$ cat src/rtl/bcd_display_scan.sv
// Multiplexed 11-digit BCD seven-segment scanner with a load-captured shadow register.
// Optional leading-zero blanking is enabled by defining BCD_DISPLAY_LEADING_ZERO_BLANK_EN.
module bcd_display_scan #(
    parameter int REFRESH_DIV = 50000
) (
    input  logic        Clk,
    input  logic        Reset,
    input  logic        load,
    input  logic [3:0]  BCD0,
    input  logic [3:0]  BCD1,
    input  logic [3:0]  BCD2,
    input  logic [3:0]  BCD3,
    input  logic [3:0]  BCD4,
    input  logic [3:0]  BCD5,
    input  logic [3:0]  BCD6,
    input  logic [3:0]  BCD7,
    input  logic [3:0]  BCD8,
    input  logic [3:0]  BCD9,
    input  logic [3:0]  BCD10,
    output logic [10:0] an,
    output logic [6:0]  seg,
    output logic        valid
);

    localparam int             PW         = (REFRESH_DIV > 1) ? $clog2(REFRESH_DIV) : 1;
    localparam logic [PW-1:0]  PRESC_LAST = PW'(REFRESH_DIV - 1);
    localparam logic [3:0]     LAST_IDX   = 4'd10;

    logic [PW-1:0]     presc;
    logic [3:0]        digit_idx;
    logic [10:0][3:0]  shadow;
    logic              presc_tc;
    logic [3:0]        cur_digit;
    logic [6:0]        cur_seg;
    logic [10:0]       cur_an;
    logic              blank_slot;
    logic              zero_run;

    assign presc_tc = (presc == PRESC_LAST);
    assign cur_an   = ~(11'd1 << digit_idx);

    always_comb begin
        cur_digit = 4'd0;
        for (int i = 0; i <= 10; i++) begin
            if (digit_idx == 4'(i)) cur_digit = shadow[i];
        end
    end

    // Walk from the top digit down; a slot is blank when it and everything above it is zero.
    always_comb begin
        blank_slot = 1'b0;
        zero_run   = 1'b1;
`ifdef BCD_DISPLAY_LEADING_ZERO_BLANK_EN
        for (int i = 10; i >= 1; i--) begin
            zero_run = zero_run & (shadow[i] == 4'd0);
            if (digit_idx == 4'(i) && zero_run) blank_slot = 1'b1;
        end
`endif
    end

    always_comb begin
        case (cur_digit)
            4'd0:    cur_seg = 7'h40;
            4'd1:    cur_seg = 7'h79;
            4'd2:    cur_seg = 7'h24;
            4'd3:    cur_seg = 7'h30;
            4'd4:    cur_seg = 7'h19;
            4'd5:    cur_seg = 7'h12;
            4'd6:    cur_seg = 7'h02;
            4'd7:    cur_seg = 7'h78;
            4'd8:    cur_seg = 7'h00;
            4'd9:    cur_seg = 7'h10;
            default: cur_seg = 7'h3F;
        endcase
    end

    // an/seg are driven from the index and shadow as they stood before this edge.
    always_ff @(posedge Clk or posedge Reset) begin
        if (Reset) begin
            presc     <= '0;
            digit_idx <= 4'd0;
            shadow    <= '0;
            valid     <= 1'b0;
            an        <= 11'h7FF;
            seg       <= 7'h7F;
        end else begin
            if (presc_tc) begin
                presc     <= '0;
                digit_idx <= (digit_idx == LAST_IDX) ? 4'd0 : digit_idx + 4'd1;
            end else begin
                presc     <= presc + 1'b1;
            end

            if (load) begin
                shadow <= {BCD10, BCD9, BCD8, BCD7, BCD6, BCD5, BCD4, BCD3, BCD2, BCD1, BCD0};
                valid  <= 1'b1;
            end

            if (!valid || blank_slot) begin
                an  <= 11'h7FF;
                seg <= 7'h7F;
            end else begin
                an  <= cur_an;
                seg <= cur_seg;
            end
        end
    end

endmodule

$ cat config.mk
export PLATFORM = sky130hd
export DESIGN_NAME = bcd_display_scan
export DESIGN_NICKNAME = d
export VERILOG_FILES = /design/src/rtl/bcd_display_scan.sv
export SDC_FILE = /design/constraint.sdc
export NUM_CORES = 1
export LEC_CHECK = 0
export BUFFER_PORTS_ARGS = -buffer_cell sky130_fd_sc_hd__buf_4
export CAP_MARGIN = 0
export CORE_MARGIN = 2
export CORE_UTILIZATION = 56
export DETAILED_ROUTE_END_ITERATION = 6
export PLACE_DENSITY_LB_ADDON = 0.05
export SLEW_MARGIN = 40
export SYNTH_ARGS = -nofsm -noshare
export SYNTH_HDL_FRONTEND = slang
export SYNTH_SLANG_ARGS = --single-unit
$ cat constraint.sdc
create_clock -name Clk -period 2.6 [get_ports Clk]
set_input_delay 0 -clock Clk [delete_from_list [all_inputs] [get_ports Clk]]
set_output_delay 0 -clock Clk [all_outputs]
set_load 0.01 [all_outputs]
# Word-level counts from Yosys, hierarchy flattened
# Memories as Yosys holds them, arrays and structs flattened.
# Index checks and enable logic that the tools add are counted.
# op_classes
add_sub_neg	2
bitwise_logic	1
n_eq_ne	11
mux	15
reduce_logical	1
shifts	1
# op_table
cell	n
two-way mux 4 bit	12
adder 16 x 1 -> 16 bit, second input constant	1
== test 16 bit, second input constant	1
== test 4 x 3 -> 1 bit, second input constant	4
two-way mux 16 bit	1
== test 4 bit, second input constant	3
two-way mux 11 bit	1
NOT 11 bit	1
<< shifter 1 x 4 -> 11 bit, first input constant	1
== test 4 x 2 -> 1 bit, second input constant	2
two-way mux 7 bit	1
adder 4 x 1 -> 4 bit, second input constant	1
== test 4 x 1 -> 1 bit, second input constant	1
logical NOT 4 bit	1
# word_totals
wordCells	48
n_memories	1
regBits	83
romBits	112
inputBits	47
output_inout_bits	19
# memory_table
memory	words	word_bits	read_ports	rd_clocked_by_memory_dff	wr	line_no	text
(no name shown)	16	7	1	0	0	62	case (cur_digit)

# Depth between registers and ports, before layout
# An unclocked memory read counts as a cell.
# logic_depth
ltp_word	14
ltp_mapped	10
depth_no_buf	8

# Least setup slack after synthesis
# Ideal clock, no wire load.
# synth_timing
path_type	flip-flop to flip-flop
from	reg digit_idx[1]
to	reg seg[3]
arrival_ns	2.003
n_path_buf	1
setup_ns	0.066
synth_period_minus_slack_ns	2.069
required_ns	2.534
stages_incl_launch_ff	10
setup_slack_ns	0.531
cell_sequence	dfrtp_1 -> buf_6 -> mux2_2 -> a221oi_1 -> nor3_1 -> o21ai_1 -> inv_1 -> ha_1 -> a21o_1 -> nand4_1
# synth_via
elab_chain_len	14
word_cells_on_any_way	24
cone_classes	10 x eq/ne; 12 x mux; 1 x reduce/logical; 1 x memory
# synth_rtl
element	line_no	text
start, declared	30	logic [3:0] digit_idx;
start signal, assigned	89	digit_idx <= (digit_idx == LAST_IDX) ? 4'd0 : digit_idx + 4'd1;
logical NOT 4 bit	45	if (digit_idx == 4'(i)) cur_digit = shadow[i];
two-way mux 4 bit (10 in series)	45	
two-way mux 4 bit (*)	45	
memory read (16 x 7 bit) (*)	--	
two-way mux 7 bit (*)	99	if (!valid || blank_slot) begin
end signal, assigned	104	seg <= cur_seg;
end, declared	21	output logic [6:0] seg,
# Every way passes the cells marked *; elsewhere a longest branch is shown, timed or not.
# A chain may end at the register's enable or synchronous reset.

# Worst setup path in the final report
# layout_timing
from	reg digit_idx[2]
to	reg seg[6]
# Same word-level chain as after synthesis.

==> reports/results.ini <==
[place]
io_buffer_count = 65
place.gp.congestion = 0.851
hpwl_um = 5760
dpl_cell_area_um2 = 4410
place_ws_ns = 0.274

[synthesis]
syn_inst = 325
synth_edf_count = 0
ys_seq_area_frac = 0.550
yosysTopAreaCellShare = 0.426
avgSynthCellArea_um2 = 11.8
yosys.area_share.simple = 0.120
syn_area_um2 = 3820
synthMuxAreaShare = 0.153
async_flop_share = 1.00
synth_xor_area_frac = 0.0298
synth_compound_area_frac = 0.0992
synth_warnings = 0
syn_nets = 376
ys_seq_elements = 83
ys.flop_type = dfrtp_1
synth_area_leaders = dfrtp_1 43%, dfstp_2 12%, mux2_2 12%
synth_top_cell_by_area = dfrtp_1
synth_top_family_by_area = multiplexers
ys_types = 60
synthAdderAreaFrac = 0.0131

[clock_network]
clockBufferDepth = 2
cts_tree = yes
clk_pin_slew_ns = 0.08
cts.sink_count = 83
cts_made_buffers = 9
cts.htree.levels = 3
root_buffer = clkbuf_8
clk_latency_ns = 0.35

[timing]
finalSetupViolCount = 0
finalClockSkew_ns = 0.00785
rsz0062_at_grt = false
holdWs_ns = 0.151
relSlewSlack = 0.627
slew_viol_final = 0
hold_viol = 0
fin_crit_ns = 2.34
tns_ns = 0
finalCritPeriodShare = 0.902
max_freq_ghz = 0.426
setup_ws_ns = 0.255
worstMarginPinSlew_ns = 0.559

[routing]
totalWireLength_um = 8430
first_pass_iters = 4
drtIter0Drc = 160
routed_via_density = 5.44
num_vias = 2851
wire_per_inst_um = 16.1
drc = 0
ant_nets = 0

[worst_setup_path]
path_max_fanout = 14
critPathCaptureType = register
max_stage_delay_ns = 0.63
required_ns = 2.86
critPathSlowestCell = dfrtp_1
crit_type = register to register
critPathArrivalTime_ns = 2.60
crit_path_start_kind = register
crit_chain = inv_1, buf_4, a221oi_1, o221a_1, or2_0, nor2_1, o31ai_1

[power]
power.leakage_nw = 2.21
switching_share = 0.239
p_per_area_nw_per_um2 = 536
p_int_mw = 2.06
worst_ir_drop_vdd_mv = 0.416
clkPwrFrac = 0.340
p_switching_mw = 0.647
seqPwrFrac = 0.531
combPwrFrac = 0.130

[global_routing]
track_usage = 0.247
grt_pass1_wl_um = 14300
antenna_found_initial = 0
grt-ovfl-total = 0
grt_max_degree = 50
grt_pass1_vias = 3019

[floorplanning]
std_cell_rows = 30
initial_core_util = 0.572
core_area_um2 = 6680
die_h_um = 86.6
die_x_um = 86.6
ios = 66
die_area_um2 = 7500

[finish]
fin_nets = 490
area_delta_synth_final_pct = 32.4
design_area_um2 = 5060
antenna_cells = 0
drive_above_1_share = 0.363

[status]
outcome = finished clean

[hold_path]
hp-class = input port to register

[run]
cap_viol_max_count = 0

==> layout make-up <==
| cell class | count | area (um2) |
|---|---|---|
| sequential | 83 | 2100 |
| fill | 428 | 1620 |
| multi-input combinational | 213 | 1590 |
| timing repair buffer | 121 | 1030 |
| clock buffer | 11 | 141 |
| tap | 80 | 100 |
| clock inverter | 5 | 52.6 |
| inverter | 11 | 43.8 |
==> cells in the mapped netlist (3+ instances only) <==
cell type  count
nor3_1         5
dfrtp_1       65
buf_1          3
nand2_1       25
inv_1         11
mux2i_1        3
o21ai_0       14
xor2_1         9
nand3_1       11
ha_1           4
clkbuf_1       7
mux2_2        42
nand4_1        3
a221oi_1       3
nor2b_1        4
a21oi_1        7
a22oi_1        4
nor2_1        25
o21ai_1        5
xnor2_1        4
nand2b_1       3
dfstp_2       18
buf_2          4
==> sequential cells by signal, indices dropped and copies added, names as in the netlist <==
register and cells:
valid 1, shadow 44, an 11, presc 16, digit_idx 4, seg 7
==> layer usage <==
layer / wire [um] / share of wire / track usage
met1: 3650 / 0.43 / 0.323
met2: 4270 / 0.51 / 0.410
met3: 322 / 0.038 / 0.0400
met4: 195 / 0.023 / 0.105
met5: 0 / 0 / 0
==> critical path: cells and delay by family, from the launching register on <==
family	cells	cell delay [ns]
buffers and inverters	2	0.41
and+or+nand+nor	2	0.40
AOI/OAI and AO/OA	3	0.82
DFF	1	0.63
==> logic make-up (layout without fill, tap and decap cells) <==
| family | after synthesis | in the layout |
|---|---|---|
| simple gates | 93 | 93 |
| flops | 83 | 83 |
| compound gates | 54 | 54 |
| mux | 49 | 49 |
| buf+inv | 29 | 148 |
| xor+xnor | 13 | 13 |
| fa+ha+maj | 4 | 4 |
==> timing repair <==
action,CTS,global route
endpoints found under the hold margin,68,0
setup buffers,0,0
hold buffers,45,0
gates resized for setup,0,0
==> path summary, 6_finish.rpt <==
path | startpoint | to | slack [ns] | depth (start not counted)
min in group asynchronous | Reset | presc[0]$_DFF_PP0_ | 0.25 | 3
max in group asynchronous | Reset | shadow[41]$_DFFE_PP0P_ | 1.74 | 4
worst max-delay path | digit_idx[2]$_DFFE_PP0N_ | seg[6]$_DFF_PP1_ | 0.26 | 7
worst max register to register | digit_idx[2]$_DFFE_PP0N_ | seg[6]$_DFF_PP1_ | 0.26 | 7
worst min-delay path | load | shadow[22]$_DFFE_PP0P_ | 0.15 | 3
worst min register to register | presc[10]$_DFF_PP0_ | presc[10]$_DFF_PP0_ | 0.50 | 1
==> through the flow <==
step | util | instances | total power [mW]
floorplan | - | 325 | 1.62
global placement | 0.660 | 463 | 1.75
detailed placement | 0.660 | 463 | 1.76
CTS | 0.757 | 524 | 2.72
global route | 0.757 | 524 | 2.82
finish | 0.757 | 524 | 2.71
==> layout by cell type (no fill, tap or decap), types with 4 or more instances in the layout <==
cell,instances
buf_4,75
dfrtp_1,65
dlygate4sd3_1,45
mux2_2,42
nand2_1,25
nor2_1,25
dfstp_2,18
o21ai_0,14
nand3_1,11
inv_1,10
clkbuf_8,10
xor2_1,9
a21oi_1,7
nor3_1,5
o21ai_1,5
xnor2_1,4
nor2b_1,4
a22oi_1,4
ha_1,4
==> power by group through the flow <==
stage                     sequential (mW)  combinational, mW  clock (mW)
final                                1.44              0.351       0.921
after global placement               1.46              0.287           0
after floorplan                      1.45              0.170           0
after detailed placement             1.46              0.297           0
after global routing                 1.45              0.385       0.985
after CTS                            1.44              0.351       0.933
Power figures use the tool's default switching activity.
